File: config.mk
export PLATFORM = sky130hd
export DESIGN_NAME = pe_chain_ctrl_flat
export DESIGN_NICKNAME = d
export VERILOG_FILES = /design/src/rtl/pe_chain_ctrl_if.sv /design/src/rtl/pe_chain_ctrl.sv /design/src/flat_wrapper.sv
export SDC_FILE = /design/constraint.sdc
export NUM_CORES = 1
export LEC_CHECK = 0
export ABC_AREA = 0
export BUFFER_PORTS_ARGS = -buffer_cell sky130_fd_sc_hd__buf_4
export CAP_MARGIN = 20
export CORE_ASPECT_RATIO = 1.4
export CORE_MARGIN = 2
export CORE_UTILIZATION = 50
export CTS_CLUSTER_SIZE = 25
export DETAILED_ROUTE_END_ITERATION = 10
export PLACE_DENSITY_LB_ADDON = 0.25
export SYNTH_ARGS = -nofsm -noshare
export SYNTH_HDL_FRONTEND = slang
export SYNTH_SLANG_ARGS = --single-unit
File: constraint.sdc
create_clock -name clk -period 2.3 [get_ports clk]
set_clock_uncertainty 0.15 [all_clocks]
set_input_delay 0.46 -clock clk [delete_from_list [all_inputs] [get_ports clk]]
set_output_delay 0.46 -clock clk [all_outputs]
set_load 0.02 [all_outputs]
File: src/rtl/pe_chain_ctrl_if.sv
// ----------------------------------------------------------------------------
// pe_chain_ctrl_if
// Groups the scheduler-facing job handshake and the PE-chain control outputs
// of pe_chain_ctrl into one bundle.
//
//   start     scheduler -> ctrl   job request (sampled only while idle)
//   len       scheduler -> ctrl   MAC terms per result, latched on start
//   abort     scheduler -> ctrl   synchronous job cancel
//   busy      ctrl -> scheduler   job in progress
//   done      ctrl -> scheduler   one-cycle completion pulse
//   feed_en   ctrl -> feeders     present operands to PE0 (zeros when low)
//   ctl_bus   ctrl -> PE chain    2-bit ctl per PE, PE j on [2j+1:2j]
//   out_valid ctrl -> consumer    chain tail carries a result this cycle
//   out_idx   ctrl -> consumer    PE index of that result
//
// master: the scheduler / consumer side.  slave: the controller.
// ----------------------------------------------------------------------------
interface pe_chain_ctrl_if #(
    parameter int N    = 4,
    parameter int IDXW = 2,
    parameter int LENW = 8
);
    logic              start;
    logic [LENW-1:0]   len;
    logic              abort;
    logic              busy;
    logic              done;
    logic              feed_en;
    logic [2*N-1:0]    ctl_bus;
    logic              out_valid;
    logic [IDXW-1:0]   out_idx;

    modport master (
        output start, len, abort,
        input  busy, done, feed_en, ctl_bus, out_valid, out_idx
    );

    modport slave (
        input  start, len, abort,
        output busy, done, feed_en, ctl_bus, out_valid, out_idx
    );
endinterface

File: src/rtl/pe_chain_ctrl.sv
// ----------------------------------------------------------------------------
// pe_chain_ctrl
// Sequencer for a 1-D systolic chain of N PEs. For each job it clears the PE
// buffers, streams len operand pairs into PE0, flushes the skewed operands to
// the chain tail, then drains the N per-PE results out of the tail one per
// cycle with an index strobe, and finally pulses done.
//
// Ports:
//   clk   rising-edge clock
//   rst   asynchronous active-low reset
//   bus   pe_chain_ctrl_if.slave (start/len/abort in; busy/done/feed_en/
//         ctl_bus/out_valid/out_idx out). All outputs are registered.
// ----------------------------------------------------------------------------
module pe_chain_ctrl #(
    parameter int N    = 4,
    parameter int IDXW = 2,
    parameter int LENW = 8
) (
    input  logic           clk,
    input  logic           rst,
    pe_chain_ctrl_if.slave bus
);

    // Flush/drain counter must hold values up to N.
    localparam int CW = $clog2(N + 1);

    localparam logic [2:0] S_IDLE  = 3'd0;
    localparam logic [2:0] S_CLEAR = 3'd1;
    localparam logic [2:0] S_RUN   = 3'd2;
    localparam logic [2:0] S_FLUSH = 3'd3;
    localparam logic [2:0] S_DRAIN = 3'd4;
    localparam logic [2:0] S_DONE  = 3'd5;

    localparam logic [CW-1:0]   FLUSH_LAST = CW'(N - 2);
    localparam logic [CW-1:0]   DRAIN_LAST = CW'(N - 1);
    localparam logic [LENW-1:0] RUN_LAST   = LENW'(1);

    localparam logic [1:0] CTL_CLEAR = 2'd0;
    localparam logic [1:0] CTL_OWN   = 2'd1;
    localparam logic [1:0] CTL_PASS  = 2'd2;

    logic [2:0]       r_state;
    logic [CW-1:0]    r_cnt;
    logic [LENW-1:0]  r_run_cnt;

    logic             r_busy;
    logic             r_done;
    logic             r_feed_en;
    logic [2*N-1:0]   r_ctl;
    logic             r_out_valid;
    logic [IDXW-1:0]  r_out_idx;

    logic [2:0]       w_nxt_state;
    logic [CW-1:0]    w_nxt_cnt;
    logic [LENW-1:0]  w_nxt_run;
    logic [2*N-1:0]   w_nxt_ctl;

    // Next-state and counter logic.
    always_comb begin
        w_nxt_state = r_state;
        w_nxt_cnt   = r_cnt;
        w_nxt_run   = r_run_cnt;
        case (r_state)
            S_IDLE: begin
                if (!bus.abort && bus.start && (bus.len != '0)) begin
                    w_nxt_state = S_CLEAR;
                    w_nxt_run   = bus.len;
                    w_nxt_cnt   = '0;
                end
            end
            S_CLEAR: begin
                w_nxt_state = S_RUN;
            end
            S_RUN: begin
                // Count the latched length down; it never wraps because len
                // is non-zero on entry and RUN exits when it reaches 1.
                if (r_run_cnt != '0) begin
                    w_nxt_run = r_run_cnt - LENW'(1);
                end
                if (r_run_cnt <= RUN_LAST) begin
                    w_nxt_state = S_FLUSH;
                    w_nxt_cnt   = '0;
                end
            end
            S_FLUSH: begin
                if (r_cnt == FLUSH_LAST) begin
                    w_nxt_state = S_DRAIN;
                    w_nxt_cnt   = '0;
                end else begin
                    w_nxt_cnt = r_cnt + CW'(1);
                end
            end
            S_DRAIN: begin
                if (r_cnt == DRAIN_LAST) begin
                    w_nxt_state = S_DONE;
                    w_nxt_cnt   = '0;
                end else begin
                    w_nxt_cnt = r_cnt + CW'(1);
                end
            end
            S_DONE: begin
                w_nxt_state = S_IDLE;
            end
            default: begin
                w_nxt_state = S_IDLE;
                w_nxt_cnt   = '0;
                w_nxt_run   = '0;
            end
        endcase

        if (bus.abort && (r_state != S_IDLE)) begin
            w_nxt_state = S_IDLE;
            w_nxt_cnt   = '0;
            w_nxt_run   = '0;
        end
    end

    // Per-PE ctl for the state being entered. During DRAIN, PEs ahead of the
    // drain index are already emptied (clear), the indexed PE drives its
    // buffer, and PEs behind it pass that value down the chain; they only see
    // zero operands by now, so their buffers are preserved.
    always_comb begin
        w_nxt_ctl = '0;
        for (int j = 0; j < N; j++) begin
            case (w_nxt_state)
                S_RUN, S_FLUSH: w_nxt_ctl[2*j +: 2] = CTL_PASS;
                S_DRAIN: begin
                    if (CW'(j) < w_nxt_cnt) begin
                        w_nxt_ctl[2*j +: 2] = CTL_CLEAR;
                    end else if (CW'(j) == w_nxt_cnt) begin
                        w_nxt_ctl[2*j +: 2] = CTL_OWN;
                    end else begin
                        w_nxt_ctl[2*j +: 2] = CTL_PASS;
                    end
                end
                default: w_nxt_ctl[2*j +: 2] = CTL_CLEAR;
            endcase
        end
    end

    // Register stage: outputs are decoded from the next state so they change
    // on the same edge as the state they describe.
    always_ff @(posedge clk or negedge rst) begin
        if (!rst) begin
            r_state     <= S_IDLE;
            r_cnt       <= '0;
            r_run_cnt   <= '0;
            r_busy      <= 1'b0;
            r_done      <= 1'b0;
            r_feed_en   <= 1'b0;
            r_ctl       <= '0;
            r_out_valid <= 1'b0;
            r_out_idx   <= '0;
        end else begin
            r_state     <= w_nxt_state;
            r_cnt       <= w_nxt_cnt;
            r_run_cnt   <= w_nxt_run;
            r_busy      <= (w_nxt_state != S_IDLE);
            r_done      <= (w_nxt_state == S_DONE);
            r_feed_en   <= (w_nxt_state == S_RUN);
            r_ctl       <= w_nxt_ctl;
            r_out_valid <= (w_nxt_state == S_DRAIN);
            r_out_idx   <= (w_nxt_state == S_DRAIN) ? IDXW'(w_nxt_cnt) : '0;
        end
    end

    assign bus.busy      = r_busy;
    assign bus.done      = r_done;
    assign bus.feed_en   = r_feed_en;
    assign bus.ctl_bus   = r_ctl;
    assign bus.out_valid = r_out_valid;
    assign bus.out_idx   = r_out_idx;

endmodule

File: src/flat_wrapper.sv
// flat-port wrapper written by rule: the top's interface ports become plain ports
module pe_chain_ctrl_flat 
#(
    parameter int N    = 4,
    parameter int IDXW = 2,
    parameter int LENW = 8
)
  (clk, rst, bus_start, bus_len, bus_abort, bus_busy, bus_done, bus_feed_en, bus_ctl_bus, bus_out_valid, bus_out_idx);
  pe_chain_ctrl_if #(.N(N), .IDXW(IDXW), .LENW(LENW)) bus_i ();
  input  logic clk;
  input  logic rst;
  input wire logic [$bits(bus_i.start)-1:0] bus_start;
  input wire logic [$bits(bus_i.len)-1:0] bus_len;
  input wire logic [$bits(bus_i.abort)-1:0] bus_abort;
  output wire logic [$bits(bus_i.busy)-1:0] bus_busy;
  output wire logic [$bits(bus_i.done)-1:0] bus_done;
  output wire logic [$bits(bus_i.feed_en)-1:0] bus_feed_en;
  output wire logic [$bits(bus_i.ctl_bus)-1:0] bus_ctl_bus;
  output wire logic [$bits(bus_i.out_valid)-1:0] bus_out_valid;
  output wire logic [$bits(bus_i.out_idx)-1:0] bus_out_idx;
  assign bus_i.start = bus_start;
  assign bus_i.len = bus_len;
  assign bus_i.abort = bus_abort;
  assign bus_busy = bus_i.busy;
  assign bus_done = bus_i.done;
  assign bus_feed_en = bus_i.feed_en;
  assign bus_ctl_bus = bus_i.ctl_bus;
  assign bus_out_valid = bus_i.out_valid;
  assign bus_out_idx = bus_i.out_idx;
  pe_chain_ctrl #(.N(N), .IDXW(IDXW), .LENW(LENW)) u_core (.clk(clk), .rst(rst), .bus(bus_i));
endmodule
-- Word level (Yosys, flattened, before mapping)
Index checks and enable logic that the tools add are counted.
- flip-flop bits (word level): 28
- output and inout port bits: 14
- bits of input ports: 12
- word-level logic and storage cells: 76
- magnitude comparators: 5
- equal/unequal tests: 17
- reduce and logical (&&, ||, !) cells: 14
- multiplexer cells: 29
- $add $sub $neg: 2
- operators with widths (kind ; number):
    two-way mux 3 bit ; 10
    case mux 3 bit (5 select lines) ; 2
    two-way mux 8 bit ; 3
    case mux 8 bit (3 select lines) ; 1
    equality test 3 x 2 -> 1 bit (second input constant) ; 6
    two-way mux 2 bit ; 9
    case mux 2 bit (2 select lines) ; 4
    nonzero test 8 bit ; 2
    equality test 3 bit (second input constant) ; 4
    less-or-equal comparator 8 x 1 -> 1 bit (second input constant) ; 1
    subtractor 8 x 1 -> 8 bit (second input constant) ; 1
    equality test 2 x 3 -> 1 bit (first input constant) ; 2
    zero test 3 bit ; 2
    less-than comparator 1 x 3 -> 1 bit (first input constant) ; 2
    less-than comparator 2 x 3 -> 1 bit (first input constant) ; 2
    != test 3 x 1 -> 1 bit (second input constant) ; 2
    nonzero test 3 bit ; 2
    OR reduction 2 bit ; 2
    OR reduction 4 bit ; 1
    adder 3 x 1 -> 3 bit (second input constant) ; 1
    equality test 1 x 3 -> 1 bit (first input constant) ; 1
    equality test 3 x 1 -> 1 bit (second input constant) ; 1
    logical AND 1 bit ; 3
    AND reduction 3 bit ; 1
    2 further kinds ; 2

-- Depth between registers and ports, before layout
Gate-level depths: netlist (run 1).
- depth after elaboration: 10
- gate-level depth with buffers: 9
- depth with buffers taken out: 9

-- Least setup slack after synthesis (run 1)
OpenSTA, ideal clock, no wires.
- path type: register to register
- from: register u_core.r_run_cnt[2]
- to: register u_core.r_ctl[7] (netlist: u_core.bus.ctl_bus[7])
- clock period less this slack: 2.378 ns
- library setup time: 0.168 ns
- path buffers: 0
- cell stages (with the launch flop): 7
- setup slack: -0.078 ns
- arrival: 2.060 ns
- data required time: 1.982 ns
- cells stage by stage: dfrtp_1 or4_4 o41ai_2 o21ai_1 a222oi_1 and2_1 a32oi_1
- cells in the longest elaborated chain, start to end: 8
- elaborated cells between the ends (all ways): 16
- those cells by class: order compare: 2; eq/ne: 4; mux: 9; reduce/logical: 1
- RTL lines (what ; RTL line ; RTL):
    start, declared ; pe_chain_ctrl.sv:44 ; logic [LENW-1:0] r_run_cnt;
    start signal, assigned ; pe_chain_ctrl.sv:157 ; r_run_cnt <= w_nxt_run;
    less-or-equal comparator 8 x 1 -> 1 bit * ; pe_chain_ctrl.sv:80 ; if (r_run_cnt <= RUN_LAST) begin
    parallel branches: the longest is 6 deep, another holds less-than comparator 2 x 3 -> 1 bit ; - ;
    case mux 2 bit (2 select lines) * ; pe_chain_ctrl.sv:125 ; case (w_nxt_state)
    net u_core.w_nxt_ctl[7] ; pe_chain_ctrl.sv:56 ; logic [2*N-1:0] w_nxt_ctl;
    end signal, assigned ; pe_chain_ctrl.sv:161 ; r_ctl <= w_nxt_ctl;
    end, declared ; pe_chain_ctrl.sv:49 ; logic [2*N-1:0] r_ctl;
Mark *: on every way through the listed nets, which the timed path passes.
A chain may end at the register's enable or synchronous reset.

-- Worst setup path in the final report (run 1)
- from: register u_core.r_run_cnt[3]
- to: register u_core.r_busy (netlist: u_core.bus.busy)
- cells in the longest elaborated chain, start to end: 5
- RTL lines (what ; RTL line ; RTL):
    less-or-equal comparator 8 x 1 -> 1 bit ; pe_chain_ctrl.sv:80 ;
    two-way mux 3 bit ; pe_chain_ctrl.sv:80 ;
    case mux 3 bit (5 select lines) ; pe_chain_ctrl.sv:63 ; case (r_state)
    two-way mux 3 bit ; pe_chain_ctrl.sv:111 ; if (bus.abort && (r_state != S_IDLE)) begin
    net u_core.w_nxt_state[0] ; pe_chain_ctrl.sv:53 ; logic [2:0] w_nxt_state;
    nonzero test 3 bit ; pe_chain_ctrl.sv:158 ; r_busy <= (w_nxt_state != S_IDLE);
    end signal, assigned ; pe_chain_ctrl.sv:158 ;
    end, declared ; pe_chain_ctrl.sv:46 ; logic r_busy;
The timed path passes the listed nets, and every way through them passes these cells.

==> results of run 1 <==
-- how the worst min path moves through the flow --
stage          slack [ps]       start                   to  depth (start not counted)
2_1_floorplan          10         rst      u_core.bus.busy                          0
3_3_place_gp          240         rst  u_core.r_run_cnt[2]                          1
3_5_place_dp          250         rst  u_core.r_run_cnt[2]                          1
4_1_cts               320  bus_len[1]  u_core.r_run_cnt[1]                          3
5_1_grt               360  bus_len[1]  u_core.r_run_cnt[1]                          3
6_report              330  bus_len[1]  u_core.r_run_cnt[1]                          3
-- routing by layer --
metal  GRT usage  vias to the layer above
met5           0                        -
met4     0.09309                        0
met3     0.03233                        8
met2      0.4678                       28
met1      0.2595                      724
li1            -                      719
-- sequential cells by signal, indices dropped and copies added (netlist names) --
register              count
u_core.r_run_cnt          8
u_core.bus.ctl_bus        8
u_core.r_state            3
u_core.bus.done           1
u_core.bus.busy           1
u_core.bus.out_idx        2
u_core.bus.out_valid      1
u_core.r_cnt              3
u_core.bus.feed_en        1
-- timing repair --
item | in CTS | in global routing
pin swaps | 0 | 10
resized for setup | 2 | 21
hold endpoints to repair | 28 | 0
setup endpoints to repair | 10 | 16
buffers inserted | 0 | 8
hold buffers | 1 | 0
-- area by class of cell --
type,count,area [µm²],share of cell area
Inverter,13,48.80,0.02275
Tap cell,37,46.29,0.02159
Timing Repair Buffer,57,441.7,0.2060
Clock buffer,4,55.05,0.02567
Multi-Input combinational cell,123,852.1,0.3973
Sequential cell,28,700.7,0.3267
-- power by group --
part           switching [mW]  total [mW]  internal [mW]  leakage [nW]
clock network           0.153       0.306          0.153        0.0288
registers               0.133       0.732          0.599         0.373
logic                   0.558        1.08          0.520         0.627
-- cells by family after synthesis --
kind of cell,count (synthesis),synth area share
simple gates,66,0.2113
compound gates,48,0.2138
flops,28,0.4586
buf+inv,19,0.04668
fa+ha+maj,7,0.05733
xor+xnor,1,0.005734
mux,1,0.006552
-- cell usage in the layout, fill, tap and decap left out, types with 2 or more instances in the layout --
master / Yosys / final
a211oi_1: 2 / 2
clkbuf_8: 0 / 4
buf_6: 0 / 3
inv_1: 13 / 11
nor2b_1: 2 / 2
nor2_4: 0 / 2
nor3_1: 9 / 9
nor2_1: 23 / 21
nand2_1: 11 / 10
o31ai_2: 1 / 2
a21oi_1: 10 / 9
ha_1: 7 / 5
nor4_1: 4 / 3
buf_4: 0 / 53
nand2b_1: 4 / 4
nand3_1: 2 / 2
dfrtp_1: 28 / 28
and2_1: 3 / 3
a32oi_1: 3 / 3
or3_1: 2 / 2
o21ai_2: 1 / 2
inv_2: 0 / 2
o21ai_0: 16 / 16
-- metrics by stage --
stage | std cells | total power, mW
final | 262 | 2.116
after floorplan | 170 | 1.174
after global placement | 249 | 1.513
after global routing | 262 | 2.244
after detailed placement | 249 | 1.549
after CTS | 254 | 1.885
-- tightest hold or removal path, stage by stage --
cell and delay (ps):
buf_4 90, a211oi_1 50, a21oi_1 110
==> metrics.csv, run 1 <==
stage;metric;value;unit
worst_setup_path;Bufs and invs on worst path;2;
sta;Least-Margin Pin Slew;767.9;ps
clocking;H-tree levels;1;
min_path;Worst Hold Class;input port to register;
sta;worst relative slew slack;0.4827;
cells_and_area;fin nets;245;
floorplan;Core Area;0.002878;mm²
route;Vias per Instance;5.645;
worst_setup_path;CP Cell Sequence;or4_4, buf_4, buf_6, nor4_4, a221o_1, a21oi_2, o31ai_4, or3_1;
synthesis;top_reg_cell synth;dfrtp_1;
floorplan;full die area;0.003520;mm²
global_routing;GR Util All Layers;0.2444;
route;drt pass-1 iters;4;
floorplan;die height;69.40;µm
route;WL met3;84;µm
global_routing;initial antenna violation count;0;
worst_setup_path;Crit path largest cell delay;570;ps
cells_and_area;Area Overhead vs Synth;40.38;%
floorplan;die width;50.72;µm
global_routing;global-route wire length before repair;6.686;mm
synthesis;count leader, synth;dfrtp_1;
clocking;CTS Buffer Depth;2;
synthesis;mapped cell area;0.001528;mm²
route;post-DR wirelength/cell;16.24;µm
sta;post-route setup TNS;-1229;ps
worst_setup_path;worst reg2reg path depth;8;
clocking;CTS tree;built;
worst_setup_path;Critical Path Source;u_core.r_run_cnt[3];
synthesis;yosys warns;0;
job;Max Cap Viol;0;
cells_and_area;share of cells above drive strength 1;0.3600;
pwr;Pwr per Cell Area;986.8;mW/mm²
place;number of port buffers;25;
clocking;clock sink count;28;
place;DP Worst Slack;-248.2;ps
route;DR iter-0 viols;57;
global_routing;largest net degree at the start of global routing;29;
synthesis;EDFF count, synth;0;
floorplan;row count;23;
sta;minimum clock period;2504;ps
global_routing;vias in the first global route;1469;
worst_setup_path;CP startpoint kind;register;
worst_setup_path;RR Startpoint;u_core.r_run_cnt[3];
synthesis;register area share after synthesis;0.4586;
cells_and_area;ANT cells;0;
place;DPL Wire Length;3.006;mm
pwr;leakage power total;1.030;nW
clocking;root buffer cell;clkbuf_8;
sta;Slew Limit Fails;0;
worst_setup_path;reg-to-reg slack, setup;-200;ps
worst_setup_path;Worst Path Required;2370;ps
worst_setup_path;worst reg2reg path endpoint;u_core.bus.busy;
clocking;Clock transition at path regs;90;ps
route;Max Used Layer;met4;
synthesis;Syn Area/Cell;8.987;µm²
worst_setup_path;critical path arrival;2570;ps
run_status;failing checks;setup timing;
worst_setup_path;crit-path max FO;3;
route;met2 routed WL;2.373;mm
sta;worst setup margin;-204.0;ps
cells_and_area;fin util;0.7452;
route;final antenna-violating net count;0;
place;Cell Area, Placed;0.001912;mm²
worst_setup_path;Setup crit end;u_core.bus.busy;
worst_setup_path;Crit path max-delay family;simple AND/OR/NAND/NOR gates;
sta;worst hold slack;327.3;ps
route;drt total wl;4.256;mm
floorplan;I/O pins;26;
synthesis;Distinct cells, synth;39;
global_routing;grt total ovfl;0;
route;Residual DRC;0;
synthesis;#FFs+latches synth;28;
worst_setup_path;CP max-delay cell;or4_4;
sta;Hold Vio Cnt, Final;0;
synthesis;commonest cells in the netlist;dfrtp_1 (28), nor2_1 (23), o21ai_0 (16);
clocking;worst-skew pair later-pin latency;270;ps
route;Met1 Routed Length;1.732;mm
cells_and_area;Layout fillers;226;
sta;Tcrit/Tclk final;1.089;
worst_setup_path;cell count along the critical path;8;
route;vias post-DR;1479;
synthesis;top post-synthesis cells by area;dfrtp_1 (46%), ha_1 (5.7%), nor2_1 (5.7%), o21ai_0 (5.2%), a21oi_1 (3.3%);
pwr;peak supply drop;0.6344;mV
synthesis;Net Count, Synth;189;
synthesis;Post-synth ARST share;1.000;
synthesis;post-synth top area share;0.4586;
worst_setup_path;WS Path Type;register to register;
sta;# setup viols final;17;
cells_and_area;Post-Layout Inst Area;0.002145;mm²
sta;FMAX;0.3994;GHz
sta;unrepaired setup endpoints after global routing;yes;
clocking;Num CTS Buffers;3;
place;routability cong.;0.8593;
synthesis;post-synth top area cell;dfrtp_1;
synthesis;Syn Inst Count;170;
worst_setup_path;Critical Path End Type;register;
floorplan;initial core utilization;0.5309;
run_status;status;complete, but fails checks;
(Power assumes the default switching activity.)
==> run 2: changes to the inputs <==
--- a/config.mk
+++ b/config.mk
@@ -16,2 +16,3 @@
 export PLACE_DENSITY_LB_ADDON = 0.25
+export REMOVE_ABC_BUFFERS = 1
 export SYNTH_ARGS = -nofsm -noshare
--- a/constraint.sdc
+++ b/constraint.sdc
@@ -4,2 +4,2 @@
 set_output_delay 0.46 -clock clk [all_outputs]
-set_load 0.02 [all_outputs]
+set_load 0.005 [all_outputs]
==> run 2 against run 1 <==
The run still ends with setup timing left. Hold slack got worse by 17 ps. Sequential power shrank 3.0%. Non-clock buffer count down 8. Die area stayed put. Global-route usage increased by 1.2 points. Count of clock-buffer cells in the layout decreased by 1. Final cell count shrank 3.1%. Sequential cell count did not move. Critical endpoint is now u_core.bus.ctl_bus[7]. Highest routed layer unchanged.
==> metrics.csv, run 2 (same netlist as run 1, synthesis figures left out) <==
stage;metric;value;unit;change
global_routing;GR Util All Layers;0.2564;;was 0.2444
clocking;worst-skew pair later-pin latency;280;ps;was 270 ps
sta;Tcrit/Tclk final;1.044;;was 1.089
route;drt pass-1 iters;4;;unchanged
cells_and_area;Layout Cells excl Fill;254;;was 262
worst_setup_path;Crit path largest cell delay;570;ps;about the same
sta;Slew Limit Fails;0;;unchanged
worst_setup_path;reg-to-reg slack, setup;-100;ps;was -200 ps
cells_and_area;Area Overhead vs Synth;34.32;%;was 40.38%
clocking;CTS tree;built;;unchanged
cells_and_area;fin nets;237;;was 245
place;routability cong.;0.9210;;was 0.8593
floorplan;I/O pins;26;;unchanged
route;post-DR wirelength/cell;15.81;µm;was 16.24 µm
pwr;Total Power;1.987;mW;was 2.116 mW
floorplan;Core Area;0.002878;mm²;unchanged
worst_setup_path;Worst Path Required;2280;ps;was 2370 ps
route;DR iter-0 viols;56;;was 57
worst_setup_path;Bufs and invs on worst path;1;;was 2
worst_setup_path;CP Cell Sequence;or4_4, o41ai_4, o21ai_1, a222oi_1, buf_4, and2_4, a32oi_1;;was or4_4, buf_4, buf_6, nor4_4, a221o_1, a21oi_2, o31ai_4, or3_1
worst_setup_path;RR Startpoint;u_core.r_run_cnt[3];;unchanged
floorplan;die height;69.40;µm;unchanged
sta;Hold Vio Cnt, Final;0;;unchanged
worst_setup_path;crit-path max FO;4;;was 3
route;Residual DRC;0;;unchanged
sta;FMAX;0.4163;GHz;was 0.3994 GHz
run_status;failing checks;setup timing;;unchanged
min_path;Worst Hold Class;input port to register;;unchanged
sta;Least-Margin Pin Slew;649.0;ps;was 767.9 ps
global_routing;initial antenna violation count;0;;unchanged
route;final antenna-violating net count;0;;unchanged
worst_setup_path;worst reg2reg path endpoint;u_core.bus.ctl_bus[7];;was u_core.bus.busy
place;DP Worst Slack;-271.7;ps;was -248.2 ps
worst_setup_path;Setup crit end;u_core.bus.ctl_bus[7];;was u_core.bus.busy
worst_setup_path;Crit path max-delay family;compound AO/OA/AOI/OAI gates;;was simple AND/OR/NAND/NOR gates
global_routing;largest net degree at the start of global routing;29;;unchanged
cells_and_area;ANT cells;0;;unchanged
clocking;Clock transition at path regs;100;ps;was 90 ps
clocking;root buffer cell;clkbuf_8;;unchanged
route;drt total wl;4.015;mm;was 4.256 mm
worst_setup_path;worst reg2reg path depth;7;;was 8
place;Placed Cells incl. Taps;247;;was 249
worst_setup_path;critical path arrival;2380;ps;was 2570 ps
cells_and_area;Layout fillers;231;;was 226
sta;worst relative slew slack;0.5648;;was 0.4827
worst_setup_path;cell count along the critical path;7;;was 8
floorplan;initial core utilization;0.5309;;unchanged
global_routing;grt total ovfl;0;;unchanged
worst_setup_path;Critical Path Source;u_core.r_run_cnt[3];;unchanged
floorplan;full die area;0.003520;mm²;unchanged
sta;unrepaired setup endpoints after global routing;yes;;unchanged
clocking;CTS Buffer Depth;2;;unchanged
route;vias post-DR;1474;;was 1479
clocking;H-tree levels;1;;unchanged
cells_and_area;most frequent cells in the layout;buf_4 (48), dfrtp_1 (28), nor2_1 (21);;was buf_4 (53), dfrtp_1 (28), nor2_1 (21)
pwr;Pwr per Cell Area;968.2;mW/mm²;was 986.8 mW/mm²
clocking;Num CTS Buffers;3;;unchanged
place;DPL Wire Length;2.960;mm;was 3.006 mm
global_routing;vias in the first global route;1499;;was 1469
route;Vias per Instance;5.803;;was 5.645
cells_and_area;Post-Layout Inst Area;0.002052;mm²;was 0.002145 mm²
cells_and_area;fin util;0.7130;;was 0.7452
sta;minimum clock period;2402;ps;was 2504 ps
sta;post-route setup TNS;-478.5;ps;was -1229 ps
pwr;peak supply drop;0.7820;mV;was 0.6344 mV
place;number of port buffers;25;;unchanged
place;Cell Area, Placed;0.001897;mm²;was 0.001912 mm²
sta;worst setup margin;-102.2;ps;was -204.0 ps
floorplan;row count;23;;unchanged
clocking;clock sink count;28;;unchanged
run_status;status;complete, but fails checks;;unchanged
sta;worst hold slack;310.4;ps;was 327.3 ps
worst_setup_path;CP max-delay cell;or4_4;;unchanged
job;Max Cap Viol;0;;unchanged
worst_setup_path;Critical Path End Type;register;;unchanged
cells_and_area;share of cells above drive strength 1;0.3134;;was 0.3600
cells_and_area;most common cell after layout, fill and taps aside;buf_4;;unchanged
worst_setup_path;WS Path Type;register to register;;unchanged
pwr;leakage power total;0.9953;nW;was 1.030 nW
global_routing;global-route wire length before repair;6.920;mm;was 6.686 mm
worst_setup_path;CP startpoint kind;register;;unchanged
sta;# setup viols final;14;;was 17
floorplan;die width;50.72;µm;unchanged
run 2: cell count changes in the layout (fill, tap and decap cells not counted), moves of 2 or more:
cell     change
buf_4        -5
nor2_2       +2
o21ai_2      -2
buf_6        -3
nor2_4       -2
ha_1         +2
inv_2        -2
inv_1        +2
run 2: worst min path at each step:
| stage | start | to | depth (start not counted) |
|---|---|---|---|
| floorplan | rst | u_core.bus.busy | 0 |
| global placement | rst | u_core.r_run_cnt[5] | 1 |
| detailed placement | rst | u_core.r_run_cnt[4] | 1 |
| CTS | bus_len[0] | u_core.r_run_cnt[0] | 3 |
| global route | bus_len[0] | u_core.r_run_cnt[0] | 3 |
| finish | bus_len[0] | u_core.r_run_cnt[0] | 3 |
run 2: routing by layer:
metal | GRT usage | up-vias | wire length, µm
met2 | 0.4854 | 57 | 2307
met5 | 0 | - | 0
met1 | 0.2806 | 705 | 1443
met4 | 0.08408 | 0 | 89
li1 | - | 700 | -
met3 | 0.03879 | 12 | 175
run 2: layout make-up:
cell class | instances | area, µm² | share of cell area
tap | 37 | 46.29 | 0.02256
inverter | 13 | 48.80 | 0.02378
clock buffer | 3 | 41.29 | 0.02012
multi-input combinational | 123 | 814.5 | 0.3970
timing repair buffer | 49 | 370.4 | 0.1805
sequential | 28 | 700.7 | 0.3415
clock inverter | 1 | 30.03 | 0.01463
run 2: power by group:
part           switching, mW  total [mW]  internal [mW]
combinational          0.468       0.879          0.411
clock                  0.165       0.398          0.233
sequential             0.111       0.710          0.599
run 2: tightest hold or removal path: cells and delay by family:
family,cells,cell delay [ps]
AO/OA/AOI/OAI,2,160
buffers and inverters,1,80
run 2: repair_timing:
action | in CTS | in global routing
gates resized for setup | 4 | 7
hold buffers | 1 | 0
buffers inserted | 2 | 0
setup endpoints to repair | 9 | 19
endpoints found under the hold margin | 28 | 0
pin swaps | 5 | 1
